$ cat src/rtl/scsi_reg_cycle_pkg.sv
// Shared types and constants for the WD33C93 register-access sequencer.
package scsi_reg_cycle_pkg;

    localparam int unsigned ADDR_W = 5;
    localparam int unsigned DATA_W = 8;
    localparam int unsigned CNT_W  = 3;

    localparam logic [2:0] WD_WIN_DEF  = 3'b100;
    localparam logic [6:0] WD_SASR_OFS = 7'h40;
    localparam logic [6:0] WD_DATA_OFS = 7'h48;

    localparam int unsigned DEF_SETUP_CYC    = 1;
    localparam int unsigned DEF_STROBE_CYC   = 4;
    localparam int unsigned DEF_HOLD_CYC     = 1;
    localparam int unsigned DEF_RECOVERY_CYC = 2;

    typedef enum logic [2:0] {
        ST_IDLE    = 3'd0,
        ST_SETUP   = 3'd1,
        ST_STROBE  = 3'd2,
        ST_HOLD    = 3'd3,
        ST_TERM    = 3'd4,
        ST_RECOVER = 3'd5
    } state_e;

    // Counter load value for a phase lasting cyc clocks (counter expires at zero).
    function automatic logic [CNT_W-1:0] cyc_load(input int unsigned cyc);
        return (cyc == 0) ? '0 : CNT_W'(cyc - 1);
    endfunction

endpackage

$ cat src/rtl/scsi_reg_cycle_if.sv
// Host/chip-side signal bundle of the WD33C93 register sequencer.
interface scsi_reg_cycle_if;
    import scsi_reg_cycle_pkg::*;

    logic              AS_;
    logic              DMAC_;
    logic              R_W;
    logic [ADDR_W-1:0] ADDR;
    logic [DATA_W-1:0] SCSI_DIN;
    logic              WDREGREQ;
    logic              WD_DSK_;
    logic              SCSI_CS_;
    logic              SCSI_RE_;
    logic              SCSI_WE_;
    logic              SCSI_A0;
    logic [DATA_W-1:0] RDATA;

    modport master (
        output AS_, DMAC_, R_W, ADDR, SCSI_DIN,
        input  WDREGREQ, WD_DSK_, SCSI_CS_, SCSI_RE_, SCSI_WE_, SCSI_A0, RDATA
    );

    modport slave (
        input  AS_, DMAC_, R_W, ADDR, SCSI_DIN,
        output WDREGREQ, WD_DSK_, SCSI_CS_, SCSI_RE_, SCSI_WE_, SCSI_A0, RDATA
    );

endinterface

$ cat src/rtl/scsi_reg_timer.sv
// Loadable down-counter shared by all timed phases; zero_c flags expiry.
module scsi_reg_timer
    import scsi_reg_cycle_pkg::*;
(
    input  logic             CLK,
    input  logic             RESET_,
    input  logic             load,
    input  logic [CNT_W-1:0] load_val,
    output logic             zero_c
);

    logic [CNT_W-1:0] cnt_q;

    always_ff @(posedge CLK) begin
        if (!RESET_) begin
            cnt_q <= '0;
        end else if (load) begin
            cnt_q <= load_val;
        end else if (cnt_q != '0) begin
            cnt_q <= cnt_q - CNT_W'(1);
        end
    end

    assign zero_c = (cnt_q == '0);

endmodule

$ cat src/rtl/scsi_reg_cycle.sv
// WD33C93 register-access sequencer: decode, CS_/RE_/WE_ timing, read capture,
// own cycle termination and inter-access recovery.
module scsi_reg_cycle
    import scsi_reg_cycle_pkg::*;
#(
    parameter logic [2:0]  WD_WIN       = WD_WIN_DEF,
    parameter int unsigned SETUP_CYC    = DEF_SETUP_CYC,
    parameter int unsigned STROBE_CYC   = DEF_STROBE_CYC,
    parameter int unsigned HOLD_CYC     = DEF_HOLD_CYC,
    parameter int unsigned RECOVERY_CYC = DEF_RECOVERY_CYC
) (
    input  logic             CLK,
    input  logic             RESET_,
    scsi_reg_cycle_if.slave  bus
);

    localparam logic [CNT_W-1:0] SETUP_LD   = cyc_load(SETUP_CYC);
    localparam logic [CNT_W-1:0] STROBE_LD  = cyc_load(STROBE_CYC);
    localparam logic [CNT_W-1:0] HOLD_LD    = cyc_load(HOLD_CYC);
    localparam logic [CNT_W-1:0] RECOVER_LD = cyc_load(RECOVERY_CYC);

    state_e            state_q, state_d;
    logic              wdregreq_q, wdregreq_d;
    logic              dsk_n_q, dsk_n_d;
    logic              cs_n_q, cs_n_d;
    logic              re_n_q, re_n_d;
    logic              we_n_q, we_n_d;
    logic              a0_q, a0_d;
    logic              rw_q, rw_d;
    logic [DATA_W-1:0] rdata_q, rdata_d;

    logic              hit_c;
    logic              tmr_load;
    logic [CNT_W-1:0]  tmr_val;
    logic              tmr_zero_c;
    logic              to_recover;
    logic              unused_addr_c;

    // ADDR holds host address bits [6:2]; [4:2] is the window, [1] is A3 -> A0.
    assign hit_c         = ~bus.AS_ & ~bus.DMAC_ & (bus.ADDR[4:2] == WD_WIN);
    assign unused_addr_c = bus.ADDR[0];

    scsi_reg_timer u_timer (
        .CLK      (CLK),
        .RESET_   (RESET_),
        .load     (tmr_load),
        .load_val (tmr_val),
        .zero_c   (tmr_zero_c)
    );

    always_ff @(posedge CLK) begin
        if (!RESET_) begin
            state_q    <= ST_IDLE;
            wdregreq_q <= 1'b0;
            dsk_n_q    <= 1'b1;
            cs_n_q     <= 1'b1;
            re_n_q     <= 1'b1;
            we_n_q     <= 1'b1;
            a0_q       <= 1'b0;
            rw_q       <= 1'b0;
            rdata_q    <= '0;
        end else begin
            state_q    <= state_d;
            wdregreq_q <= wdregreq_d;
            dsk_n_q    <= dsk_n_d;
            cs_n_q     <= cs_n_d;
            re_n_q     <= re_n_d;
            we_n_q     <= we_n_d;
            a0_q       <= a0_d;
            rw_q       <= rw_d;
            rdata_q    <= rdata_d;
        end
    end

    always_comb begin
        state_d    = state_q;
        wdregreq_d = wdregreq_q;
        dsk_n_d    = dsk_n_q;
        cs_n_d     = cs_n_q;
        re_n_d     = re_n_q;
        we_n_d     = we_n_q;
        a0_d       = a0_q;
        rw_d       = rw_q;
        rdata_d    = rdata_q;
        tmr_load   = 1'b0;
        tmr_val    = '0;
        to_recover = 1'b0;

        unique case (state_q)
            ST_IDLE: begin
                wdregreq_d = hit_c;
                if (hit_c) begin
                    state_d  = ST_SETUP;
                    cs_n_d   = 1'b0;
                    a0_d     = bus.ADDR[1];
                    rw_d     = bus.R_W;
                    tmr_load = 1'b1;
                    tmr_val  = SETUP_LD;
                end
            end
            ST_SETUP, ST_STROBE, ST_HOLD: begin
                // Host abandoning the cycle overrides any phase completion.
                if (bus.AS_) begin
                    cs_n_d     = 1'b1;
                    re_n_d     = 1'b1;
                    we_n_d     = 1'b1;
                    wdregreq_d = 1'b0;
                    to_recover = 1'b1;
                end else if (tmr_zero_c) begin
                    if (state_q == ST_SETUP) begin
                        state_d  = ST_STROBE;
                        re_n_d   = ~rw_q;
                        we_n_d   = rw_q;
                        tmr_load = 1'b1;
                        tmr_val  = STROBE_LD;
                    end else if (state_q == ST_STROBE && HOLD_CYC != 0) begin
                        state_d  = ST_HOLD;
                        re_n_d   = 1'b1;
                        we_n_d   = 1'b1;
                        tmr_load = 1'b1;
                        tmr_val  = HOLD_LD;
                        if (rw_q) begin
                            rdata_d = bus.SCSI_DIN;
                        end
                    end else begin
                        state_d = ST_TERM;
                        re_n_d  = 1'b1;
                        we_n_d  = 1'b1;
                        cs_n_d  = 1'b1;
                        dsk_n_d = 1'b0;
                        if (state_q == ST_STROBE && rw_q) begin
                            rdata_d = bus.SCSI_DIN;
                        end
                    end
                end
            end
            ST_TERM: begin
                if (bus.AS_) begin
                    dsk_n_d    = 1'b1;
                    wdregreq_d = 1'b0;
                    to_recover = 1'b1;
                end
            end
            ST_RECOVER: begin
                // Claim a new hit early so the terminator never responds to it.
                wdregreq_d = hit_c;
                if (tmr_zero_c) begin
                    state_d = ST_IDLE;
                end
            end
            default: begin
                state_d = ST_IDLE;
            end
        endcase

        if (to_recover) begin
            if (RECOVERY_CYC == 0) begin
                state_d = ST_IDLE;
            end else begin
                state_d  = ST_RECOVER;
                tmr_load = 1'b1;
                tmr_val  = RECOVER_LD;
            end
        end
    end

    assign bus.WDREGREQ = wdregreq_q;
    assign bus.WD_DSK_  = dsk_n_q;
    assign bus.SCSI_CS_ = cs_n_q;
    assign bus.SCSI_RE_ = re_n_q;
    assign bus.SCSI_WE_ = we_n_q;
    assign bus.SCSI_A0  = a0_q;
    assign bus.RDATA    = rdata_q;

endmodule

$ cat src/flat_wrapper.sv
// flat-port wrapper written by rule: the top's interface ports become plain ports
module scsi_reg_cycle_flat import scsi_reg_cycle_pkg::*;
#(
    parameter logic [2:0]  WD_WIN       = WD_WIN_DEF,
    parameter int unsigned SETUP_CYC    = DEF_SETUP_CYC,
    parameter int unsigned STROBE_CYC   = DEF_STROBE_CYC,
    parameter int unsigned HOLD_CYC     = DEF_HOLD_CYC,
    parameter int unsigned RECOVERY_CYC = DEF_RECOVERY_CYC
)
  (CLK, RESET_, bus_AS_, bus_DMAC_, bus_R_W, bus_ADDR, bus_SCSI_DIN, bus_WDREGREQ, bus_WD_DSK_, bus_SCSI_CS_, bus_SCSI_RE_, bus_SCSI_WE_, bus_SCSI_A0, bus_RDATA);
  scsi_reg_cycle_if bus_i ();
  input  logic CLK;
  input  logic RESET_;
  input wire logic [$bits(bus_i.AS_)-1:0] bus_AS_;
  input wire logic [$bits(bus_i.DMAC_)-1:0] bus_DMAC_;
  input wire logic [$bits(bus_i.R_W)-1:0] bus_R_W;
  input wire logic [$bits(bus_i.ADDR)-1:0] bus_ADDR;
  input wire logic [$bits(bus_i.SCSI_DIN)-1:0] bus_SCSI_DIN;
  output wire logic [$bits(bus_i.WDREGREQ)-1:0] bus_WDREGREQ;
  output wire logic [$bits(bus_i.WD_DSK_)-1:0] bus_WD_DSK_;
  output wire logic [$bits(bus_i.SCSI_CS_)-1:0] bus_SCSI_CS_;
  output wire logic [$bits(bus_i.SCSI_RE_)-1:0] bus_SCSI_RE_;
  output wire logic [$bits(bus_i.SCSI_WE_)-1:0] bus_SCSI_WE_;
  output wire logic [$bits(bus_i.SCSI_A0)-1:0] bus_SCSI_A0;
  output wire logic [$bits(bus_i.RDATA)-1:0] bus_RDATA;
  assign bus_i.AS_ = bus_AS_;
  assign bus_i.DMAC_ = bus_DMAC_;
  assign bus_i.R_W = bus_R_W;
  assign bus_i.ADDR = bus_ADDR;
  assign bus_i.SCSI_DIN = bus_SCSI_DIN;
  assign bus_WDREGREQ = bus_i.WDREGREQ;
  assign bus_WD_DSK_ = bus_i.WD_DSK_;
  assign bus_SCSI_CS_ = bus_i.SCSI_CS_;
  assign bus_SCSI_RE_ = bus_i.SCSI_RE_;
  assign bus_SCSI_WE_ = bus_i.SCSI_WE_;
  assign bus_SCSI_A0 = bus_i.SCSI_A0;
  assign bus_RDATA = bus_i.RDATA;
  scsi_reg_cycle #(.WD_WIN(WD_WIN), .SETUP_CYC(SETUP_CYC), .STROBE_CYC(STROBE_CYC), .HOLD_CYC(HOLD_CYC), .RECOVERY_CYC(RECOVERY_CYC)) u_core (.CLK(CLK), .RESET_(RESET_), .bus(bus_i));
endmodule
$ cat config.mk
export PLATFORM = sky130hd
export DESIGN_NAME = scsi_reg_cycle_flat
export DESIGN_NICKNAME = d
export VERILOG_FILES = /design/src/rtl/scsi_reg_cycle_pkg.sv /design/src/rtl/scsi_reg_cycle_if.sv /design/src/rtl/scsi_reg_timer.sv /design/src/rtl/scsi_reg_cycle.sv /design/src/flat_wrapper.sv
export SDC_FILE = /design/constraint.sdc
export NUM_CORES = 1
export LEC_CHECK = 0
export BUFFER_PORTS_ARGS = -buffer_cell sky130_fd_sc_hd__buf_2
export CAP_MARGIN = 15
export CORE_MARGIN = 1
export CORE_UTILIZATION = 45
export CTS_BUF_LIST = sky130_fd_sc_hd__clkbuf_16
export CTS_CLUSTER_SIZE = 30
export DETAILED_ROUTE_END_ITERATION = 8
export HOLD_SLACK_MARGIN = 0.03
export PLACE_DENSITY = 0.74
export SLEW_MARGIN = 20
export SYNTH_ARGS = -nofsm -noshare
export SYNTH_HDL_FRONTEND = slang
export SYNTH_HIERARCHICAL = 1
export SYNTH_SLANG_ARGS = --single-unit
$ cat constraint.sdc
create_clock -name CLK -period 2 [get_ports CLK]
set_clock_uncertainty 0.05 [all_clocks]
set_input_delay 0.1 -clock CLK [delete_from_list [all_inputs] [get_ports CLK]]
set_output_delay 0.1 -clock CLK [all_outputs]
set_load 0.01 [all_outputs]
Yosys cells after proc, flatten, opt, wreduce, memory -nomap -nowiden --
Cells that the tools add are included.
Operators by class: add/sub/neg operators 1, equal/unequal tests 23, mux-type cells 47, bitwise logic cells 8, reductions and logical operators 22
Operators with widths (number):
- 3-bit 2-to-1 mux | 13
- 1-bit 2-to-1 mux | 25
- 8-bit 2-to-1 mux | 3
- 5-bit AND reduction | 3
- 2-bit by 1-bit inequality test with 1-bit output, second input constant | 6
- 3-bit one-hot mux with 4 select lines | 1
- 6-bit AND reduction | 2
- 2-bit nonzero test | 6
- 3-bit == test, second input constant | 3
- 3-bit by 1-bit inequality test with 1-bit output, second input constant | 3
- 2-bit inequality test, second input constant | 4
- 1-bit one-hot mux with 2 select lines | 4
- 3-bit by 2-bit == test with 1-bit output, second input constant | 2
- 3-bit zero test | 2
- 3-bit by 2-bit inequality test with 1-bit output, second input constant | 2
- 3-bit inequality test, second input constant | 2
- 1-bit inverter | 6
- 2-bit AND reduction | 3
- 2-bit OR reduction | 2
- 4-bit OR reduction | 1
- 3-bit by 1-bit == test with 1-bit output, second input constant | 1
- 3-bit nonzero test | 1
- 3-bit OR reduction | 1
- 3-bit by 1-bit subtractor with 3-bit output, second input constant | 1
- 3 further kinds | 4
Storage, ports and cells: bits in registers 21, input port bits 18, output and inout bits 14, logic and storage cells 112

Logic depth before layout (Yosys ltp) --
Gate-level depths: netlist of the first run.
depth after elaboration 8, depth in mapped cells 9, mapped depth without buffers 9

Hierarchy --
The synthesis of the first run kept the hierarchy.
By module, submodules not included:
- scsi_reg_cycle | instances 1, cells each 109, area each 902.1 µm²
- scsi_reg_timer | instances 1, cells each 22, area each 205.2 µm²

Least setup slack after synthesis of the first run --
Ideal clock, no wire load.
kind register to register, from register u_core.u_timer.cnt_q[0], to register u_core.u_timer.cnt_q[0], library setup time 112 ps, data arrival time 1877 ps, data required time 1838 ps, setup slack -39 ps, cell stages (with the launch flop) 10, path buffers 0, clock period less this slack 2039 ps, cell sequence dfxtp_1 inv_1 ha_1 nand2b_1 inv_1 nand3b_1 or3_1 o311ai_1 nor2b_1 a2111oi_1
On the way: cells in the longest elaborated chain, start to end 6, elaborated cells between the ends (all ways) 14
RTL lines:
- start: declaration | line scsi_reg_timer.sv:12 | logic [CNT_W-1:0] cnt_q;
- start signal: assignment | line scsi_reg_timer.sv:18 | cnt_q <= load_val;
- start signal: assignment | line scsi_reg_timer.sv:20 | cnt_q <= cnt_q - CNT_W'(1);
- 3-bit zero test * | line scsi_reg_timer.sv:24 | assign zero_c = (cnt_q == '0);
- via u_core.tmr_zero_c | line scsi_reg_cycle.sv:35 | logic tmr_zero_c;
- 1-bit 2-to-1 mux * | line scsi_reg_cycle.sv:109 | end else if (tmr_zero_c) begin
- 1-bit 2-to-1 mux * | line scsi_reg_cycle.sv:103 | if (bus.AS_) begin
- 1-bit one-hot mux with 2 select lines * | line scsi_reg_cycle.sv:89 | unique case (state_q)
- 1-bit 2-to-1 mux * | line scsi_reg_cycle.sv:156 | if (to_recover) begin
- via u_core.tmr_load | line scsi_reg_cycle.sv:33 | logic tmr_load;
- 3-bit 2-to-1 mux / 2-bit nonzero test (equally long branches)
The timed path passes the listed nets; every way through them passes the cells marked *. The select of a mux whose other input is x is not followed. A chain may end at the register's enable or synchronous reset.

Final worst setup path of the first run --
from register u_core.u_timer.cnt_q[0], to register u_core.u_timer.cnt_q[1]
Same word-level chain as after synthesis.

==> results of run 1 <==
how the worst max path moves through the flow:
stage | start | end | slack (ns)
6_report | u_core/u_timer/cnt_q[0] | u_core/u_timer/cnt_q[1] | 0.08
5_1_grt | u_core/u_timer/cnt_q[0] | u_core/u_timer/cnt_q[1] | -0.06
4_1_cts | u_core/u_timer/cnt_q[0] | u_core/u_timer/cnt_q[1] | 0.008
3_5_place_dp | u_core/u_timer/cnt_q[0] | u_core/u_timer/cnt_q[1] | -0.03
3_3_place_gp | u_core/u_timer/cnt_q[0] | u_core/u_timer/cnt_q[0] | 0.07
2_1_floorplan | u_core/u_timer/cnt_q[0] | u_core/u_timer/cnt_q[0] | 0.008
per-layer routing:
metal	up-vias	part of all wire [%]	wire length [um]
met1	527	46	1240
met3	6	4.5	122
met5	-	0	0
met2	30	47	1280
met4	0	1.9	52
li1	563	-	-
cells by family (layout without fill, tap and decap cells):
| kind of cell | after synthesis | count (layout) | synth area share (%) |
|---|---|---|---|
| compound gates | 45 | 45 | 25.7 |
| simple gates | 44 | 44 | 26.8 |
| flops | 21 | 21 | 38.0 |
| buf+inv | 17 | 56 | 6.21 |
| fa+ha+maj | 2 | 2 | 2.26 |
| other cells | 1 | 1 | 0.339 |
| xor+xnor | 1 | 1 | 0.791 |
per-stage QoR:
step                      worst slack, ns  utilization (%)
after floorplan                   0.00847                -
after global placement             0.0728             59.0
after detailed placement          -0.0307             59.0
after CTS                         0.00806             63.2
after global routing              -0.0590             65.6
final                              0.0753             65.6
cell type report:
class	count	area [um^2]	area share (%)
Clock inverter	1	3.75	0.251
Tap cell	28	35.0	2.35
Inverter	10	40.0	2.68
Timing Repair Buffer	42	240	16.1
Clock buffer	3	75.1	5.03
Sequential cell	21	422	28.2
Multi-Input combinational cell	93	678	45.4
placed cells by master (no fill, tap or decap), types with 2 or more instances in the layout:
cell type,Yosys,routed
nand4_1,2,2
and3_1,2,2
buf_4,0,12
o21ai_1,11,11
a21oi_1,14,14
o21a_1,2,2
nor2b_1,5,5
o32ai_1,2,2
clkbuf_16,0,3
buf_2,4,30
nand2_1,4,4
nand3_1,11,10
nor2b_2,2,2
inv_2,0,2
dfxtp_1,21,20
o31ai_1,2,2
inv_1,9,7
a2111oi_1,2,2
nand2b_1,3,2
o21ai_0,2,2
nor4b_2,0,2
flip-flops by register name, indices dropped and copies added, names as in the netlist:
| register | cells |
|---|---|
| u_core/state_q | 3 |
| u_core/u_timer/cnt_q | 3 |
| u_core/bus.WD_DSK_ | 1 |
| u_core/bus.RDATA | 8 |
| u_core/bus.SCSI_CS_ | 1 |
| u_core/bus.SCSI_RE_ | 1 |
| u_core/bus.SCSI_WE_ | 1 |
| u_core/bus.SCSI_A0 | 1 |
| u_core/bus.WDREGREQ | 1 |
| u_core/rw_q | 1 |
report_power, final:
part           leakage, nW  switching [mW]  internal (mW)
Clock               0.0423           0.159          0.267
Sequential           0.171          0.0656          0.466
Combinational        0.404           0.312          0.351
Total                0.617           0.537           1.08
critical path, cell delays in order, from the launching register on:
cell and delay, ns:
dfxtp_2 0.33, inv_2 0.08, ha_4 0.15, nand2b_4 0.06
inv_4 0.06, nand3b_1 0.10, or3_4 0.41, o311ai_4 0.12
nor4b_2 0.10, a2111oi_1 0.35
repair_timing:
action                                 CTS  global route
endpoints found under the hold margin    0             0
hold buffers                             0             0
pin swaps                                0             4
resized for setup                        2            11
buffers inserted                         0             2
cloned                                   0             0
setup endpoints to repair                2             3
==> summary.md, run 1 <==
| Metric | Value |
|---|---|
| Initial antenna violation count | 0 |
| Vias in the first global route | between 1000 and 1500 |
| Hold WC Path Type | primary input to flop |
| TNS Setup | 0 ns |
| Fill cells | ~180 |
| H-Tree Depth | 1 |
| Top-count cell post-synth | dfxtp_1 |
| Met3 Use GR | 5.56% |
| RSZ-0062 raised after global routing | yes |
| # DRC | 0 |
| Top FF cell, synth | dfxtp_1 |
| Status | finished, final reports clean |
| Min cycle time layout | around 1.9 ns |
| Antenna cells | 0 |
| Gpl congestion | between 0.8 and 0.9 |
| Synth-to-layout area growth | 34.9% |
| HP Start | bus_SCSI_DIN[2] |
| Cells after Synth | roughly 130 |
| Critical path data arrival time | 2.02 ns |
| Via density | 5.69 |
| Worst Hold End | u_core/bus.RDATA[2] |
| Pin count of the biggest net entering global routing | 14 |
| Port Buf Inserts | 30 |
| Syn Area/Cell | 8.45 um^2 |
| R2R Path End | u_core/u_timer/cnt_q[1] |
| Via count | around 1100 |
| Root buf cell | clkbuf_16 |
| Most Crowded Layer GR | met2 |
| Tot Pwr | 1.62 mW |
| R2R Path Start | u_core/u_timer/cnt_q[0] |
| Detailed placer's ending HPWL | between 1500 and 2000 um |
| Top cell type's share of synthesized area | 38.0% |
| Cts bufs inserted | 3 |
| Worst-Margin Slew | about 0.54 ns |
| FF-to-FF path depth | 9 |
| Post-synthesis cell area | 1110 um^2 |
| EDFF count, synth | 0 |
| VDD IR max | 0.746 mV |
| Worst-Skew Late Latency | 0.26 ns |
| Hold Crit Depth | 3 |
| R2r setup slk | between 0.07 and 0.08 ns |
| WP data required | approximately 2.1 ns |
| Placed insts | between 150 and 200 |
| Global route overflow | 0 |
| Die area | between 2000 and 3000 um^2 |
| Final Hold Fails | 0 |
| P_leak | ~0.62 nW |
| Crit path capture type | flop |
| Final ANT Viol Nets | 0 |
| Clk sinks | 21 |
| Met2 usage | a little under two fifths |
| FP Rows | 17 |
| Netlist cell types | 45 |
| Core area | about 2300 um^2 |
| Highest clock rate | between 0.5 and 0.6 GHz |
| Startpoint Class | flop |
| Most frequent cells after synthesis | 21 x dfxtp_1, 14 x a21oi_1, 11 x nand3_1, 11 x o21ai_1, 9 x inv_1 |
| Pins Over Slew Limit | 0 |
| Largest area contributor in the netlist | dfxtp_1 |
| Layout cell share with drive strength beyond 1 | roughly a third |
| Initial detailed-routing violation count | 32 |
| I/O pins | 32 |
| WL/cell | between 10 and 15 um |
| First-pass GRT wire length | 4430 um |
| Final WL | ~2700 um |
| WS Path Type | flop to flop |
| Max Cap Viol | 0 |
| Die Wd | ~52 um |
| Worst-path clk slew | ~0.060 ns |
| Starting Density | between 40 and 50% |
| Finished Layout Cells | a little under 200 |
| Seq/Total Area, Yosys | a little under two fifths |
| CP Max Fanout | 8 |
| Crit share post-route | slightly below 100% |
| 1st-pass router iterations | 4 |
| Synth Register Bits | 21 |
| Min Hold Slack | around 0.045 ns |
| CTS tree | yes |
| Die height | 51.6 um |
| Longest Clk Path Bufs | 2 |
| Overall Global Routing Usage | ~23% |
| Synth Net Count | approximately 150 |
| Nets | between 150 and 200 |
| Ys Warns | 6 |
| Final setup viols | 0 |
| Synth area leaders | dfxtp_1 38%, a21oi_1 6.3%, nand3_1 5.0% |
| Post-route cell area | around 1500 um^2 |
| Met1 usage | about a quarter |
| Area after DPL | approximately 1300 um^2 |
| Pwr dens | ~1100 nW/um^2 |
| Asr flop ratio synth | 0% |
| Rel. slew slack | a little under two thirds |
(Power assumes the default switching activity.)
==> run 2, diff against run 1 <==
--- a/config.mk
+++ b/config.mk
@@ -5,6 +5,7 @@
 export SDC_FILE = /design/constraint.sdc
 export NUM_CORES = 1
 export LEC_CHECK = 0
+export ABC_AREA = 1
 export BUFFER_PORTS_ARGS = -buffer_cell sky130_fd_sc_hd__buf_2
 export CAP_MARGIN = 15
 export CORE_MARGIN = 1
==> summary.md, run 2 <==
| Metric | Value |
|---|---|
| Largest area contributor in the netlist | dfxtp_1 |
| FF-to-FF path depth | 13 |
| Switch Pwr | about 610 uW |
| Crit path capture type | flop |
| Post-Synth XOR/XNOR Area | less than 1% |
| Max Cap Viol | 0 |
| Met2 wire length | ~1400 um |
| Crit share post-route | approximately 95% |
| Utilization after layout | 64.2% |
| CP Cell Sequence | inv_1, ha_1, inv_1, nor2_2, nand2_1, a21oi_1, nand2_1, nand3b_1, inv_2, nand3_2, inv_1, nor2_1, nor2_1 |
| Port Buf Inserts | 30 |
| Cells after Synth | ~160 |
| Pwr dens | about 1100 nW/um^2 |
| R2R Path Start | u_core/u_timer/cnt_q[0] |
| Root buf cell | clkbuf_16 |
| Seq/Total Area, Yosys | 39.9% |
| Synth Register Bits | 21 |
| Critical path data arrival time | 1.99 ns |
| Final WS setup | roughly 0.10 ns |
| Post-Synth Simple-Gate Area | between 30 and 40% |
| Pins Over Slew Limit | 0 |
| Final setup viols | 0 |
| WS Path Type | flop to flop |
| # DRC | 0 |
| Nets | approximately 220 |
| Most frequent cells in the layout | 31 x nand2_1, 30 x buf_2, 30 x nor2_1 |
| Most frequent cells after synthesis | 31 x nand2_1, 31 x nor2_1, 21 x dfxtp_1, 18 x o21ai_0, 12 x inv_1 |
| Synth Area in Compound Gates | between 10% and 20% |
| Register area | 423 um^2 |
| Via density | around 5 |
| Asr flop ratio synth | 0% |
| Via count | 1167 |
| Final ANT Viol Nets | 0 |
| Highest clock rate | ~0.53 GHz |
| First-pass GRT wire length | roughly 4300 um |
| Hold Crit Depth | 3 |
| Status | finished, final reports clean |
| Longest Clk Path Bufs | 2 |
| EDFF count, synth | 0 |
| P_leak | roughly 0.7 nW |
| Vias in the first global route | 1063 |
| R2R Path End | u_core/u_timer/cnt_q[1] |
| FP Rows | 17 |
| Global route overflow | 0 |
| Met1 Wirelength | between 1000 and 1500 um |
| Pin count of the biggest net entering global routing | 17 |
| Starting Density | ~48% |
| 1st-pass router iterations | 4 |
| Core area | roughly 2200 um^2 |
| Top FF cell, synth | dfxtp_1 |
| Overall Global Routing Usage | between 20% and 30% |
| Sw frac | a little under two fifths |
| CP Max Fanout | 6 |
| Most used cell, CP | inv_1 |
| Initial detailed-routing violation count | 23 |
| Multi-input logic area | roughly 570 um^2 |
| Clk pwr share | between 20% and 30% |
| R2r setup slk | around 0.1 ns |
| Syn Area/Cell | 6.76 um^2 |
| Area after DPL | approximately 1300 um^2 |
| WP data required | roughly 2.1 ns |
| Seq pwr share | approximately a third |
| Netlist cell types | 25 |
| Antenna cells | 0 |
| Ys Warns | 6 |
| Cts bufs inserted | 3 |
| Met3 Wirelength | about 140 um |
| Gpl congestion | ~0.94 |
| Top cell type's share of synthesized area | about two fifths |
| Worst Hold End | u_core/rw_q |
| Synth area leaders | dfxtp_1 40%, nand2_1 11%, nor2_1 11% |
| Final WL | roughly 2700 um |
| Gate power share | about 40% |
| Commonest non-fill, non-tap cell in the layout | nand2_1 |
| Largest register FFs | 8 |
| Int Power | a little over 1 mW |
| Top Metal Used | met4 |
| Critical path's slowest cell | dfxtp_1 |
| WL/cell | 11.8 um |
| Adder-Cell Fraction of Synth Area | 2.37% |
| Post-synthesis mux area share | 0% |
| Startpoint Class | flop |
| Die Wd | between 50 and 60 um |
| Fill cells | just over 200 |
| Detailed placer's ending HPWL | between 1500 and 2000 um |
| H-Tree Depth | 1 |
| Slowest stage delay, CP | around 0.33 ns |
| Initial antenna violation count | 0 |
| I/O pins | 32 |
| Layout cell share with drive strength beyond 1 | about a quarter |
| Synth-to-layout area growth | 34.6% |
| Final Hold Fails | 0 |
| Die area | ~2500 um^2 |
| CTS tree | yes |
| Worst-path clk slew | approximately 0.060 ns |
| Dpl ws | about 0.047 ns |
| VDD IR max | approximately 0.83 mV |
| Synth Net Count | approximately 180 |
| Die height | 50.4 um |
| Clk sinks | 21 |
| HP Start | bus_R_W |
| Min cycle time layout | about 1.9 ns |
| Post-synthesis cell area | approximately 1100 um^2 |
| Worst-Skew Late Latency | 0.25 ns |
| Post-route cell area | ~1400 um^2 |
| Main combinational cell family by area after synthesis | simple AND/OR/NAND/NOR gates |
| Hold WC Path Type | primary input to flop |
-- run 2: changes by cell type after synthesis, sizes merged, moves of 4 or more --
cell / previous run / this run
nor2: 1 / 33
nand2: 4 / 33
inv: 9 / 16
nor2b: 7 / 0
o21ai: 13 / 19
buf: 5 / 0
nor4b: 4 / 0
-- run 2: per-stage QoR --
| step | hold slack [ns] | cells | power, mW | TNS (ns) |
|---|---|---|---|---|
| floorplan | 0.175 | 156 | 1.00 | 0 |
| global route | 0.0443 | 228 | 1.73 | -0.0103 |
| detailed placement | 0.279 | 216 | 1.17 | 0 |
| global placement | 0.272 | 216 | 1.15 | 0 |
| finish | 0.0340 | 228 | 1.62 | 0 |
| CTS | 0.0350 | 227 | 1.59 | 0 |
-- run 2: repair_timing --
| item | 4_1_cts | 5_1_grt |
|---|---|---|
| resized for setup | 0 | 3 |
| hold buffers | 7 | 0 |
| buffers inserted | 0 | 1 |
| endpoints found under the hold margin | 7 | 0 |
| setup endpoints to repair | 0 | 6 |
-- run 2: power groups by stage --
stage          clock network (mW)  registers [mW]  logic (mW)
2_1_floorplan                   0           0.550       0.454
3_3_place_gp                    0           0.545       0.604
3_5_place_dp                    0           0.551       0.615
4_1_cts                     0.423           0.542       0.630
5_1_grt                     0.437           0.551       0.745
6_report                    0.415           0.546       0.656
-- run 2: how the worst max path moves through the flow --
stage,from,to,slack [ns],cells after the start
after floorplan,u_core/u_timer/cnt_q[0],u_core/u_timer/cnt_q[1],0.27,13
after global placement,u_core/u_timer/cnt_q[0],u_core/u_timer/cnt_q[1],0.13,13
after detailed placement,u_core/u_timer/cnt_q[0],u_core/u_timer/cnt_q[1],0.05,13
after CTS,u_core/u_timer/cnt_q[0],u_core/u_timer/cnt_q[1],0.04,13
after global routing,u_core/u_timer/cnt_q[0],u_core/u_timer/cnt_q[1],-0.01,13
final,u_core/u_timer/cnt_q[0],u_core/u_timer/cnt_q[1],0.10,13
-- run 2: layer usage --
layer,vias up,GRT usage [%]
met3,4,2.73
li1,596,-
met2,34,42.9
met4,0,9.72
met1,533,24.7
met5,-,0
-- run 2: logic make-up (layout without fill, tap and decap cells) --
kind of cell / after synthesis / count (layout)
flip-flops: 21 / 21
buffers and inverters: 17 / 61
AO/OA/AOI/OAI: 32 / 32
XOR/XNOR: 1 / 1
other: 1 / 1
adder cells (fa/ha/maj): 2 / 2
AND/OR/NAND/NOR: 82 / 82
-- run 2: critical path, delay by kind of cell, from the launching register on --
kind	cells	cell delay, ns
AO/OA/AOI/OAI	1	0.12
buffers and inverters	4	0.26
adder cells (fa/ha/maj)	1	0.20
AND/OR/NAND/NOR	7	0.83
flip-flops	1	0.33
-- run 2: cell type report --
class | count | area share [%]
well taps | 28 | 2.47
multi-input cells | 118 | 40.4
flip-flops and latches | 21 | 29.8
inverters | 16 | 4.23
repair buffers | 41 | 17.6
clock buffers | 3 | 5.29
clock inverters | 1 | 0.264
